**src/rtl/ac97_rx_pkg.sv**
```systemverilog
// ac97_rx_pkg: shared constants for the AC'97 capture-side sink.
//   - slot 1/2 field positions used to match and extract register reads
//   - PCM sample width (16 bits, or 20 bits when AC97_RX_20BIT_EN is defined)
//   - CR state encoding
// Build option: AC97_RX_20BIT_EN keeps full 20-bit samples in the FIFO.
package ac97_rx_pkg;

    localparam int REG_IDX_HI = 18;   // slot 1: codec register index
    localparam int REG_IDX_LO = 12;
    localparam int REG_DAT_HI = 19;   // slot 2: 16-bit register value
    localparam int REG_DAT_LO = 4;
    localparam int SMP_MSB    = 19;   // slots 3/4: sample MSB

`ifdef AC97_RX_20BIT_EN
    localparam int SMP_W = 20;
`else
    localparam int SMP_W = 16;
`endif
    localparam int PCM_W = 2 * SMP_W;

    typedef logic [PCM_W-1:0] pcm_word_t;

    localparam logic [0:0] CR_IDLE = 1'b0;
    localparam logic [0:0] CR_WAIT = 1'b1;

endpackage

```
**src/rtl/ac97_rx_sink_if.sv**
```systemverilog
// ac97_rx_sink_if: PCM capture stream between the sink and the capture DMA.
//   pcm_valid  FIFO not empty          pcm_ready  consumer takes head entry
//   pcm_data   head entry (FWFT)       pcm_level  current FIFO occupancy
// master = sink side, slave = DMA side.
interface ac97_rx_sink_if #(
    parameter int DW = ac97_rx_pkg::PCM_W,
    parameter int LW = 4
) ();
    logic          pcm_valid;
    logic          pcm_ready;
    logic [DW-1:0] pcm_data;
    logic [LW-1:0] pcm_level;

    modport master (output pcm_valid, pcm_data, pcm_level, input pcm_ready);
    modport slave  (input pcm_valid, pcm_data, pcm_level, output pcm_ready);
endinterface

```
**src/rtl/ac97_rx_fifo.sv**
```systemverilog
// ac97_rx_fifo: generic first-word-fall-through synchronous FIFO.
//   push/din/full   write side; a push while full is taken only with a pop
//   pop/dout/empty  read side; dout shows the head entry, 0 when empty
//   level           occupancy 0..DEPTH
// DEPTH must be a power of two so the pointers wrap for free.
module ac97_rx_fifo #(
    parameter int WIDTH = 32,
    parameter int DEPTH = 8
) (
    input  logic                     clk,
    input  logic                     rst_n,
    input  logic                     push,
    input  logic [WIDTH-1:0]         din,
    output logic                     full,
    input  logic                     pop,
    output logic [WIDTH-1:0]         dout,
    output logic                     empty,
    output logic [$clog2(DEPTH):0]   level
);
    localparam int AW = $clog2(DEPTH);
    localparam logic [AW:0] FULL_LVL = (AW+1)'(DEPTH);

    logic [WIDTH-1:0] mem [DEPTH];
    logic [AW-1:0]    wr_ptr, rd_ptr;
    logic             wr, rd;

    assign empty = (level == '0);
    assign full  = (level == FULL_LVL);
    assign rd    = pop & ~empty;
    assign wr    = push & (~full | rd);
    assign dout  = empty ? '0 : mem[rd_ptr];

    always_ff @(posedge clk)
        if (wr) mem[wr_ptr] <= din;

    always_ff @(posedge clk or negedge rst_n) begin
        if (!rst_n) begin
            wr_ptr <= '0;
            rd_ptr <= '0;
            level  <= '0;
        end else begin
            if (wr) wr_ptr <= wr_ptr + 1'b1;
            if (rd) rd_ptr <= rd_ptr + 1'b1;
            case ({wr, rd})
                2'b10:   level <= level + 1'b1;
                2'b01:   level <= level - 1'b1;
                default: ;
            endcase
        end
    end
endmodule

```
**src/rtl/ac97_rx_sink.sv**
```systemverilog
// ac97_rx_sink: consumer of the AC'97 input-frame deframer (sys_clk domain).
// On each new frame (rising next_frame while enabled) it
//   - matches slot 1/2 register-read responses against an outstanding request
//     (cr_req/cr_req_idx -> cr_busy, cr_done, cr_data, cr_timeout)
//   - pushes frames with both PCM slots valid into a FWFT FIFO drained over
//     the pcm interface; drops on full raise sticky ovf (cleared by ovf_clr).
// df_en is enable registered once for the deframer.
// Build option: AC97_RX_20BIT_EN stores full 20-bit samples (pcm_data 40 bits).
module ac97_rx_sink
    import ac97_rx_pkg::*;
#(
    parameter int FIFO_DEPTH = 8,
    parameter int CR_TIMEOUT = 16
) (
    input  logic        sys_clk,
    input  logic        sys_rst_n,
    input  logic        enable,
    output logic        df_en,
    input  logic        next_frame,
    input  logic        frame_valid,
    input  logic        addr_valid,
    input  logic [19:0] addr,
    input  logic        data_valid,
    input  logic [19:0] data,
    input  logic        pcmleft_valid,
    input  logic [19:0] pcmleft,
    input  logic        pcmright_valid,
    input  logic [19:0] pcmright,
    input  logic        cr_req,
    input  logic [6:0]  cr_req_idx,
    output logic        cr_busy,
    output logic        cr_done,
    output logic [15:0] cr_data,
    output logic        cr_timeout,
    output logic        ovf,
    input  logic        ovf_clr,
    ac97_rx_sink_if.master pcm
);
    localparam int          LW    = $clog2(FIFO_DEPTH) + 1;
    localparam logic [7:0]  CR_TO = 8'(CR_TIMEOUT);

    logic next_frame_d, fe;

    always_ff @(posedge sys_clk or negedge sys_rst_n) begin
        if (!sys_rst_n) begin
            next_frame_d <= 1'b0;
            df_en        <= 1'b0;
        end else begin
            next_frame_d <= next_frame;
            df_en        <= enable;
        end
    end

    assign fe = next_frame & ~next_frame_d & enable;

    // ---------------- PCM capture ----------------
    logic          push_req, pop, fifo_full, fifo_empty;
    logic [LW-1:0] fifo_level;
    pcm_word_t     sample;

    assign sample   = {pcmleft[SMP_MSB -: SMP_W], pcmright[SMP_MSB -: SMP_W]};
    assign push_req = fe & frame_valid & pcmleft_valid & pcmright_valid;
    assign pop      = ~fifo_empty & pcm.pcm_ready;

    ac97_rx_fifo #(.WIDTH(PCM_W), .DEPTH(FIFO_DEPTH)) u_fifo (
        .clk   (sys_clk),
        .rst_n (sys_rst_n),
        .push  (push_req),
        .din   (sample),
        .full  (fifo_full),
        .pop   (pop),
        .dout  (pcm.pcm_data),
        .empty (fifo_empty),
        .level (fifo_level)
    );

    assign pcm.pcm_valid = ~fifo_empty;
    assign pcm.pcm_level = fifo_level;

    // A same-cycle pop makes room, so only an unrelieved full push overflows.
    always_ff @(posedge sys_clk or negedge sys_rst_n) begin
        if (!sys_rst_n)                        ovf <= 1'b0;
        else if (push_req & fifo_full & ~pop)  ovf <= 1'b1;
        else if (ovf_clr)                      ovf <= 1'b0;
    end

    // ---------------- codec register read ----------------
    logic [0:0] cr_state;
    logic [6:0] cr_idx;
    logic [7:0] cr_cnt, cr_cnt_nxt;
    logic       cr_match;

    assign cr_cnt_nxt = cr_cnt + 8'd1;
    assign cr_match   = frame_valid & addr_valid & data_valid &
                        (addr[REG_IDX_HI:REG_IDX_LO] == cr_idx);
    assign cr_busy    = (cr_state == CR_WAIT);

    always_ff @(posedge sys_clk or negedge sys_rst_n) begin
        if (!sys_rst_n) begin
            cr_state   <= CR_IDLE;
            cr_idx     <= '0;
            cr_cnt     <= '0;
            cr_data    <= '0;
            cr_done    <= 1'b0;
            cr_timeout <= 1'b0;
        end else begin
            cr_done    <= 1'b0;
            cr_timeout <= 1'b0;
            // A new request always (re)starts the wait; any response in the
            // same cycle belongs to the old request and is dropped.
            if (cr_req) begin
                cr_idx   <= cr_req_idx;
                cr_cnt   <= '0;
                cr_state <= CR_WAIT;
            end else if (cr_state == CR_WAIT && fe) begin
                if (cr_match) begin
                    cr_data  <= data[REG_DAT_HI:REG_DAT_LO];
                    cr_done  <= 1'b1;
                    cr_state <= CR_IDLE;
                end else begin
                    cr_cnt <= cr_cnt_nxt;
                    if (cr_cnt_nxt == CR_TO) begin
                        cr_timeout <= 1'b1;
                        cr_state   <= CR_IDLE;
                    end
                end
            end
        end
    end

    // Slot bits outside the used fields are intentionally ignored.
    logic unused_bits;
`ifdef AC97_RX_20BIT_EN
    assign unused_bits = ^{addr[19], addr[11:0], data[3:0]};
`else
    assign unused_bits = ^{addr[19], addr[11:0], data[3:0], pcmleft[3:0], pcmright[3:0]};
`endif
endmodule

```
**src/flat_wrapper.sv**
```systemverilog
// flat-port wrapper written by rule: the top's interface ports become plain ports
module ac97_rx_sink_flat import ac97_rx_pkg::*;
#(
    parameter int FIFO_DEPTH = 8,
    parameter int CR_TIMEOUT = 16
)
  (sys_clk, sys_rst_n, enable, df_en, next_frame, frame_valid, addr_valid, addr, data_valid, data, pcmleft_valid, pcmleft, pcmright_valid, pcmright, cr_req, cr_req_idx, cr_busy, cr_done, cr_data, cr_timeout, ovf, ovf_clr, pcm_pcm_valid, pcm_pcm_data, pcm_pcm_level, pcm_pcm_ready);
  ac97_rx_sink_if #(.DW(PCM_W), .LW(($clog2((8)) + 1))) pcm_i ();
  input  logic sys_clk;
  input  logic sys_rst_n;
  input  logic enable;
  output logic df_en;
  input  logic next_frame;
  input  logic frame_valid;
  input  logic addr_valid;
  input  logic [19:0] addr;
  input  logic data_valid;
  input  logic [19:0] data;
  input  logic pcmleft_valid;
  input  logic [19:0] pcmleft;
  input  logic pcmright_valid;
  input  logic [19:0] pcmright;
  input  logic cr_req;
  input  logic [6:0] cr_req_idx;
  output logic cr_busy;
  output logic cr_done;
  output logic [15:0] cr_data;
  output logic cr_timeout;
  output logic ovf;
  input  logic ovf_clr;
  output wire logic [$bits(pcm_i.pcm_valid)-1:0] pcm_pcm_valid;
  output wire logic [$bits(pcm_i.pcm_data)-1:0] pcm_pcm_data;
  output wire logic [$bits(pcm_i.pcm_level)-1:0] pcm_pcm_level;
  input wire logic [$bits(pcm_i.pcm_ready)-1:0] pcm_pcm_ready;
  assign pcm_pcm_valid = pcm_i.pcm_valid;
  assign pcm_pcm_data = pcm_i.pcm_data;
  assign pcm_pcm_level = pcm_i.pcm_level;
  assign pcm_i.pcm_ready = pcm_pcm_ready;
  ac97_rx_sink #(.FIFO_DEPTH(FIFO_DEPTH), .CR_TIMEOUT(CR_TIMEOUT)) u_core (.sys_clk(sys_clk), .sys_rst_n(sys_rst_n), .enable(enable), .df_en(df_en), .next_frame(next_frame), .frame_valid(frame_valid), .addr_valid(addr_valid), .addr(addr), .data_valid(data_valid), .data(data), .pcmleft_valid(pcmleft_valid), .pcmleft(pcmleft), .pcmright_valid(pcmright_valid), .pcmright(pcmright), .cr_req(cr_req), .cr_req_idx(cr_req_idx), .cr_busy(cr_busy), .cr_done(cr_done), .cr_data(cr_data), .cr_timeout(cr_timeout), .ovf(ovf), .ovf_clr(ovf_clr), .pcm(pcm_i));
endmodule
```
**config.mk**
```make
export PLATFORM = sky130hd
export DESIGN_NAME = ac97_rx_sink_flat
export DESIGN_NICKNAME = d
export VERILOG_FILES = /design/src/rtl/ac97_rx_pkg.sv /design/src/rtl/ac97_rx_sink_if.sv /design/src/rtl/ac97_rx_fifo.sv /design/src/rtl/ac97_rx_sink.sv /design/src/flat_wrapper.sv
export SDC_FILE = /design/constraint.sdc
export NUM_CORES = 1
export LEC_CHECK = 0
export ABC_AREA = 1
export CAP_MARGIN = 20
export CORE_MARGIN = 2
export CORE_UTILIZATION = 47
export CTS_CLUSTER_SIZE = 28
export DETAILED_ROUTE_END_ITERATION = 6
export PLACE_DENSITY = 0.68
export SLEW_MARGIN = 20
export SYNTH_ARGS = -nofsm -noshare
export SYNTH_HDL_FRONTEND = slang
export SYNTH_HIERARCHICAL = 1
export SYNTH_SLANG_ARGS = --single-unit
```
**constraint.sdc**
```tcl
create_clock -name sys_clk -period 7.1 [get_ports sys_clk]
set_input_delay 1.42 -clock sys_clk [delete_from_list [all_inputs] [get_ports sys_clk]]
set_output_delay 1.42 -clock sys_clk [all_outputs]
set_load 0.05 [all_outputs]
```
# [Yosys cells after proc, flatten, opt, wreduce, memory -nomap -nowiden]
# Memories as Yosys holds them, arrays and structs flattened.
# Index checks and enable logic that the tools add are counted.
[op_classes] mul=0 bitwise=19 muxes=20 div=0 magnitude_cmp=0 n_reduce_logical=9 shifts=0 addsub=5 n_eq_ne=6
[op_table] op="$mux 32" n=1
[op_table] op="$mux 8" n=3
[op_table] op="$mux 1" n=15
[op_table] op="$and 1x1->1" n=13
[op_table] op="$add 8x1->8 const B" n=1
[op_table] op="$eq 8x5->1 const B" n=1
[op_table] op="$pmux 4 s2" n=1
[op_table] op="$eq 7x7->1" n=1
[op_table] op="$add 3x1->3 const B" n=2
[op_table] op="$reduce_bool 2->1" n=3
[op_table] op="$not 1->1" n=5
[op_table] op="$add 4x1->4 const B" n=1
[op_table] op="$eq 4x4->1 const B" n=1
[op_table] op="$logic_not 4->1" n=1
[op_table] op="$reduce_and 2->1" n=2
[op_table] op="$sub 4x1->4 const B" n=1
[op_table] op="$reduce_and 3->1" n=1
[op_table] op="$reduce_bool 3->1" n=1
[op_table] op="$eq 2x1->1 const B" n=1
[op_table] op="$eq 2x2->1 const B" n=1
[op_table] op="$ne 2x2->1 const B" n=1
[op_table] op="$logic_and 1x1->1" n=1
[op_table] op="$or 1x1->1" n=1
[totals] latchBits=0 wordCells=72 romBits=0 register_bits=47 mem_count=1 output_inout_bits=58 in_bits=99 ram_bits=256
[mem_list] name="u_core.u_fifo.mem" words=8 width=32 read_ports=1 rd_clocked_by_memory_dff=0 write_ports=1 line="ac97_rx_fifo.sv:23" rtl="logic [WIDTH-1:0] mem [DEPTH];"

# [Logic depth before layout (Yosys ltp)]
# Gate-level depths: netlist of run 1.
[depth] word_depth=9 mapped_depth=18 ltp_nobuf=17

# [Hierarchy]
# Netlist of run 1, hierarchy kept.
[by_module_without_submodules] module="ac97_rx_fifo" seq_area_each_um2=7937.6 n_inst=1 area_per_inst_um2=10727.8 cells_per_inst=872
[by_module_without_submodules] module="ac97_rx_sink" seq_area_each_um2=925.9 n_inst=1 area_per_inst_um2=1761.7 cells_per_inst=215

# [Worst setup path before layout of run 1]
# OpenSTA, ideal clock, no wires.
[synth_timing] path_kind="in2reg" from="input port enable" to="memory u_core.u_fifo.mem[7][0] (enable)" t_required_ns=6.639 setup_slack_ns=2.289 t_arrival_ns=4.349 cell_stages=4 path_buffers=0 cell_sequence="nand2_1 -> nor3_1 -> nand2_2 -> nor3_1"
[synth_between] elab_chain_len=7
[synth_lines] item="start, declared" line="flat_wrapper.sv:11" rtl="input logic enable;"
[synth_lines] item="$and 1x1->1" line="ac97_rx_sink.sv:54" rtl="assign fe = next_frame & ~next_frame_d & enable;"
[synth_lines] item="$and 1x1->1 (3 in series)" line="ac97_rx_sink.sv:62" rtl="assign push_req = fe & frame_valid & pcmleft_valid & pcmright_valid;"
[synth_lines] item="net u_core.push_req" line="ac97_rx_sink.sv:57" rtl="logic push_req, pop, fifo_full, fifo_empty;"
[synth_lines] item="$and 1x1->1" line="ac97_rx_fifo.sv:30" rtl="assign wr = push & (~full | rd);"
[synth_lines] item="$mux 1" line="ac97_rx_fifo.sv:34" rtl="if (wr) mem[wr_ptr] <= din;"
[synth_lines] item="$mux 1 (not written as such)" line="ac97_rx_fifo.sv:34"
[synth_lines] item="end, declared" line="ac97_rx_fifo.sv:23"
# The timed path passes the listed nets, and every way through them passes these cells.

# [Final worst setup path of run 1]
[layout_timing] from="register u_core.u_fifo.rd_ptr[0]" to="output port pcm_pcm_data[27]"
[layout_between] elab_chain_len=2
[layout_lines] item="start, declared" line="ac97_rx_fifo.sv:24" rtl="logic [AW-1:0] wr_ptr, rd_ptr;"
[layout_lines] item="start signal, assigned" line="ac97_rx_fifo.sv:43" rtl="if (rd) rd_ptr <= rd_ptr + 1'b1;"
[layout_lines] item="$mem_v2 8x32"
[layout_lines] item="$mux 32" line="ac97_rx_fifo.sv:31" rtl="assign dout = empty ? '0 : mem[rd_ptr];"
[layout_lines] item="end, declared" line="flat_wrapper.sv:32" rtl="output wire logic [$bits(pcm_i.pcm_data)-1:0] pcm_pcm_data;"
# Every way passes these cells.

==> results of run 1 <==
[state kept, by name, summed over array words and instances (netlist names), 3 cells and up]
signal and cells:
u_core/cr_data 16, u_core/cr_idx 7, u_core/cr_cnt 8, u_core/u_fifo/wr_ptr 3, u_core/u_fifo/rd_ptr 3, u_core/u_fifo/mem 256
u_core/u_fifo/level 4
[final timing paths]
check,start,end,depth (start not counted)
setup / recovery,u_core/u_fifo/rd_ptr[0],pcm_pcm_data[27],8
hold / removal,u_core/cr_data[15],u_core/cr_data[15],2
setup reg to reg,u_core/u_fifo/level[0],u_core/u_fifo/mem[7][12],11
hold reg to reg,u_core/cr_data[15],u_core/cr_data[15],2
max in group asynchronous,sys_rst_n,u_core/u_fifo/rd_ptr[0],1
min in group asynchronous,sys_rst_n,u_core/cr_idx[5],1
[power by group through the flow]
| stage | registers [mW] | clock network [mW] | logic [mW] |
|---|---|---|---|
| after floorplan | 2.07 | 0 | 1.74 |
| after global placement | 2.18 | 0 | 2.25 |
| after detailed placement | 2.19 | 0 | 2.27 |
| after CTS | 2.15 | 1.61 | 2.29 |
| after global routing | 2.17 | 1.69 | 2.49 |
| final | 2.15 | 1.59 | 2.27 |
[per-stage QoR]
| stage | worst slack, ns | instance area, µm² | utilization [%] | std cells |
|---|---|---|---|---|
| after floorplan | 2.29 | 12500 | - | 1087 |
| after global placement | 2.45 | 14000 | 53.9 | 1511 |
| after detailed placement | 2.35 | 14000 | 53.9 | 1511 |
| after CTS | 1.90 | 15000 | 57.8 | 1567 |
| after global routing | 1.68 | 15100 | 57.9 | 1569 |
| final | 1.89 | 15100 | 57.9 | 1569 |
[kinds of logic after synthesis]
family                   count (synthesis)  share of synthesized area (%)
flip-flops                             303                           71.0
AND/OR/NAND/NOR                        444                           14.5
adder cells (fa/ha/maj)                  6                          0.661
buffers and inverters                   89                           3.82
AO/OA/AOI/OAI                          236                           9.46
XOR/XNOR                                 9                          0.631
[cells in the mapped netlist (all sizes together)]
cell type	instances	area share [%]
and2	1	0.070
nand2	127	4.1
inv	33	1.0
dfrtp	47	9.4
xnor2	1	0.070
nand4	4	0.37
xor2	8	0.56
or2	2	0.10
o21ai	233	9.3
nor3	6	0.24
nand3b	2	0.12
fa	1	0.16
clkbuf	24	0.78
nand3	23	0.92
a21oi	3	0.12
edfxtp	256	62
buf	32	2.0
nor2	279	8.5
ha	5	0.50
[worst min-delay path, cell delays in order (launching register included)]
cell and delay [ns]:
dfrtp_1 0.34, nand2_1 0.05, nand2_1 0.05
[area by class of cell]
| type | instances | area [µm²] | share of cell area, % |
|---|---|---|---|
| Timing Repair Buffer | 146 | 1450 | 9.59 |
| Sequential cell | 303 | 8870 | 58.8 |
| Antenna cell | 1 | 2.50 | 0.0166 |
| Clock buffer | 43 | 841 | 5.58 |
| Clock inverter | 13 | 161 | 1.07 |
| Inverter | 33 | 128 | 0.846 |
| Multi-Input combinational cell | 695 | 3210 | 21.3 |
| Tap cell | 335 | 419 | 2.78 |
[routing by layer]
metal / vias to the layer above / GRT usage, % / part of all wire (%)
met1: 3842 / 24.0 / 43
li1: 3993 / - / -
met4: 0 / 5.85 / 2.4
met5: - / 0 / 0
met2: 203 / 31.0 / 48
met3: 47 / 4.30 / 6.6
==> impl_results.md, run 1 <==
* Mean post-synth cell area at approximately 11 µm²
* Worst-Margin Slew at approximately 1 ns
* Run status: complete, no violations
* Commonest cells after routing, fill and taps aside: 272 x nor2_1, 256 x edfxtp_1, 166 x o21ai_0
* # rows at 59
* Initial antenna violation count at 1
* Pwr/cell area at between 300 and 400 nW/µm²
* CTS clk-pin slew, worst paths at around 0.060 ns
* Yosys cell types at 34
* Antenna viol nets, final at 0
* Commonest non-fill, non-tap cell in the layout: nor2_1
* Vias per std cell at 5.15
* Delay-heaviest family, CP: buffers and inverters
* Starting Density at 47.9%
* I/O Buffers at around 130
* WP data required at roughly 5.7 ns
* Residual DRC count at 0
* Hold Buf Count CTS at 0
* WP buf/inv at 2
* Max-slew headroom at a little under a third
* Largest stage delay, worst path at slightly below 1 ns
* Sw frac at just under 40%
* Share of cells above drive strength 1 at between 7 and 8%
* Data arrival time of the critical path at 3.79 ns
* Fillers at about 2100
* Switching power at around 2.3 mW
* Unrepaired setup endpoints after global routing: false
* # Max-Cap Violations at 0
* Crit Path Max Fanout at slightly above 80
* R2r setup slk at about 3.6 ns
* CTS tree: done
* Final-report max-slew violation count at 0
* Drt first pass iters at 5
* Area delta synth->final at 20.7%
* Clock latency on the worst-skew pair at about 0.55 ns
* Final Hold Vio Count at 0
* # IOs at between 150 and 200
* CTS Buffer Depth at 3
* Mapped Nets at around 1200
* Sink Count at around 300
* Sequential fraction of the synthesis area at just over 70%
* Critical-path cell list: buf_4 > nor2_1 > nor2_1 > o21ai_0 > o21ai_0 > o21ai_0 > nor2_1 > clkdlybuf4s50_1
* Routability Congestion at roughly 0.77
* Crit end category: output pin
* GRT Overall Usage at around 18%
* Nets at roughly 1300
* Final wirelength at around 26000 µm
* Cell count after synthesis at 1087
* Max Freq at 192 MHz
* CTS buffer count at 30
* Final min period at ~5.2 ns
* Lkg Pwr at about 5.4 nW
* Flop pwr share at roughly 36%
* Vias at between 8000 and 9000
* First-pass GRT wire length at 41200 µm
* Final setup viols at 0
* Post-CTS sizing at 0
* Routed len/inst at 16.3 µm
* Core Region at between 20000 and 30000 µm²
* Ys Warns at 6
* Setup TNS at 0 ns
* Final hold slack at around 0.48 ns
* Kind of critical path: flop to output pin
* DIE AREA at around 28000 µm²
* Post-CTS setup repair buffer count at 0
* Worst Hold Class: flop to flop
* Die X at between 150 and 200 µm
* Peak supply drop at 0.263 mV
* DR iter-0 viols at 555
* Combinational power share at between 30% and 40%
* GRT overflow at 0
* Crit path launch type: flop
* Fin crit share at 73.3%
* Pwr Total at between 6 and 7 mW
* Crit-path slowest cell: dfrtp_4
* Dpl hpwl at roughly 14000 µm
* Clk network pwr share at a little over a quarter
* Yosys reg bits at approximately 300
* Largest net degree at the start of global routing at just under 100
* H-tree lvl count at 1
* Clk_skew at ~0.019 ns
* Syn Std Cell Area at between 10000 and 15000 µm²
* CTS root buf: clkbuf_16
* Vias in the first global route at between 8000 and 9000
* Height of the die at between 150 and 200 µm
* P_int at ~3.7 mW
Note: power is estimated with default switching activity, not from simulation.
==> run 2, diff against run 1 <==
==> constraint.sdc (replaced) <==
create_clock -name sys_clk -period 4.8 [get_ports sys_clk]
set_input_delay 0.96 -clock sys_clk [delete_from_list [all_inputs] [get_ports sys_clk]]
set_output_delay 0.96 -clock sys_clk [all_outputs]
set_load 0.05 [all_outputs]
==> impl_results.md, run 2 (synthesis results as in run 1) <==
* Sw frac at between 30% and 40%
* Final Hold Vio Count at 0
* Crit end category: output pin
* Sink Count at just over 300
* Delay-heaviest family, CP: buffers and inverters
* Routability Congestion at around 0.77
* Crit-path slowest cell: clkdlybuf4s50_1
* Area delta synth->final at 21.3%
* Run status: complete, no violations
* Drt first pass iters at 6
* Final wirelength at about 26000 µm
* Post-CTS sizing at 0
* Fillers at between 2000 and 2500
* Routed len/inst at approximately 16 µm
* Hold Buf Count CTS at 0
* Critical-path cell list: buf_12 > nor2_1 > nor2_1 > o21ai_0 > o21ai_0 > o21ai_0 > nor2_1 > clkdlybuf4s50_1
* Lkg Pwr at 5.45 nW
* CTS tree: done
* Final setup viols at 0
* P_int at approximately 5.5 mW
* Post-CTS setup repair buffer count at 0
* Final-report max-slew violation count at 0
* CTS buffer count at 30
* # Max-Cap Violations at 0
* I/O Buffers at between 100 and 150
* CP startpoint: u_core/u_fifo/rd_ptr[0]
* GRT overflow at 0
* Commonest cells after routing, fill and taps aside: 272 x nor2_1, 256 x edfxtp_1, 166 x o21ai_0
* Top Registers: u_core/u_fifo/mem (256), u_core/cr_data (16), u_core/cr_cnt (8)
* Max reg flops at between 200 and 300
* DIE AREA at about 28000 µm²
* Crit Path Max Fanout at 80
* Flop pwr share at 34.5%
* WP data required at roughly 3.8 ns
* CTS root buf: clkbuf_16
* Dpl hpwl at 13700 µm
* Data arrival time of the critical path at roughly 3.4 ns
* Unrepaired setup endpoints after global routing: false
* Final min period at 4.31 ns
* Reg-to-reg endpoint: u_core/u_fifo/mem[6][2]
* Post-route setup slack at just under 0.5 ns
* Pwr/cell area at a little under 600 nW/µm²
* Vias in the first global route at approximately 7800
* GRT Overall Usage at approximately 18%
* CP Depth at 8
* DR iter-0 viols at 655
* CTS clk-pin slew, worst paths at 0.06 ns
* Vias at approximately 8100
* Peak supply drop at between 0.5 and 0.6 mV
* Final hold slack at between 0.4 and 0.5 ns
* Max Freq at between 200 and 250 MHz
* Crit path launch type: flop
* Nets at ~1300
* Worst Hold Class: input pin to asynchronous set/reset pin
* Vias per std cell at roughly 5.2
* Core Region at between 20000 and 30000 µm²
* Dpl ws at between 1 and 1.5 ns
* Share of cells above drive strength 1 at 7.78%
* Switching power at 3.48 mW
* Starting Density at 47.9%
* Initial antenna violation count at 3
* Clk_skew at about 0.015 ns
* Reg with most FFs: u_core/u_fifo/mem
* Reg2reg path depth at 11
* Combinational power share at 38.5%
* # rows at a little under 60
* Clock latency on the worst-skew pair at roughly 0.56 ns
* Worst-Margin Slew at roughly 0.84 ns
* Height of the die at around 170 µm
* CTS Buffer Depth at 3
* Crit path to: pcm_pcm_data[27]
* Largest net degree at the start of global routing at between 80 and 90
* # IOs at about 160
* Max-slew headroom at about 44%
* Antenna viol nets, final at 0
* First-pass GRT wire length at 40600 µm
* H-tree lvl count at 1
* Setup TNS at 0 ns
* R2r setup slk at about 1.5 ns
* Commonest non-fill, non-tap cell in the layout: nor2_1
* WP buf/inv at 2
* Largest stage delay, worst path at a little under 0.9 ns
* Worst flop-to-flop path startpoint: u_core/u_fifo/level[0]
* Clk network pwr share at a little over a quarter
* Kind of critical path: flop to output pin
* Die X at around 170 µm
* Fin crit share at about 90%
* Residual DRC count at 0
[run 2: worst register-to-register path: cells and delay by family (launching register included)]
family,cells,cell delay [ns]
buf+inv,4,0.53
flops,1,0.47
simple gates,7,2.02
[run 2: area by class of cell]
type / instances / area, µm² / area share, %
clock inverters: 15 / 211 / 1.40
inverters: 33 / 128 / 0.843
clock buffers: 41 / 833 / 5.50
flip-flops and latches: 303 / 8870 / 58.6
multi-input cells: 695 / 3200 / 21.1
well taps: 335 / 419 / 2.77
repair buffers: 147 / 1480 / 9.76
diodes: 2 / 5.00 / 0.0330
[run 2: routing by layer]
layer / track usage, % / up-vias / wire length, µm
met4: 4.95 / 2 / 510
met5: 0 / - / 13
met3: 4.06 / 44 / 1670
li1: - / 4002 / -
met2: 32.1 / 208 / 12700
met1: 22.8 / 3846 / 10900
[run 2: worst min-delay path by stage]
stage / end / start / slack [ns]
6_report: u_core/cr_idx[1] / sys_rst_n / 0.42
3_5_place_dp: u_core/cr_data[12] / u_core/cr_data[12] / 0.47
5_1_grt: u_core/cr_idx[1] / sys_rst_n / 0.47
4_1_cts: u_core/cr_data[6] / u_core/cr_data[6] / 0.49
3_3_place_gp: u_core/cr_data[14] / u_core/cr_data[14] / 0.46
2_1_floorplan: u_core/cr_idx[2] / u_core/cr_idx[2] / 0.46
[run 2: power by group through the flow]
stage | Sequential [mW] | Clock (mW) | Combinational (mW)
floorplan | 3.07 | 0 | 2.57
global placement | 3.16 | 0 | 3.43
detailed placement | 3.16 | 0 | 3.47
CTS | 3.11 | 2.47 | 3.49
global route | 3.12 | 2.57 | 3.78
finish | 3.10 | 2.43 | 3.46
[run 2: metrics by stage]
step / util (%) / power (mW) / cell area (µm²) / std cells
final: 58.1 / 8.99 / 15100 / 1571
after global routing: 58.1 / 9.47 / 15100 / 1571
after CTS: 58.1 / 9.07 / 15100 / 1569
after detailed placement: 54.1 / 6.63 / 14100 / 1513
after global placement: 54.1 / 6.59 / 14100 / 1513
after floorplan: - / 5.64 / 12500 / 1087
==> run 3, diff against run 2 <==
--- a/config.mk
+++ b/config.mk
@@ -6,6 +6,7 @@
 export NUM_CORES = 1
 export LEC_CHECK = 0
 export ABC_AREA = 1
+export ABC_CLOCK_PERIOD_IN_PS = 4800
 export CAP_MARGIN = 20
 export CORE_MARGIN = 2
 export CORE_UTILIZATION = 47
==> results of run 3 <==
The final DEF is identical to that of run 2; final timing and power are the same.
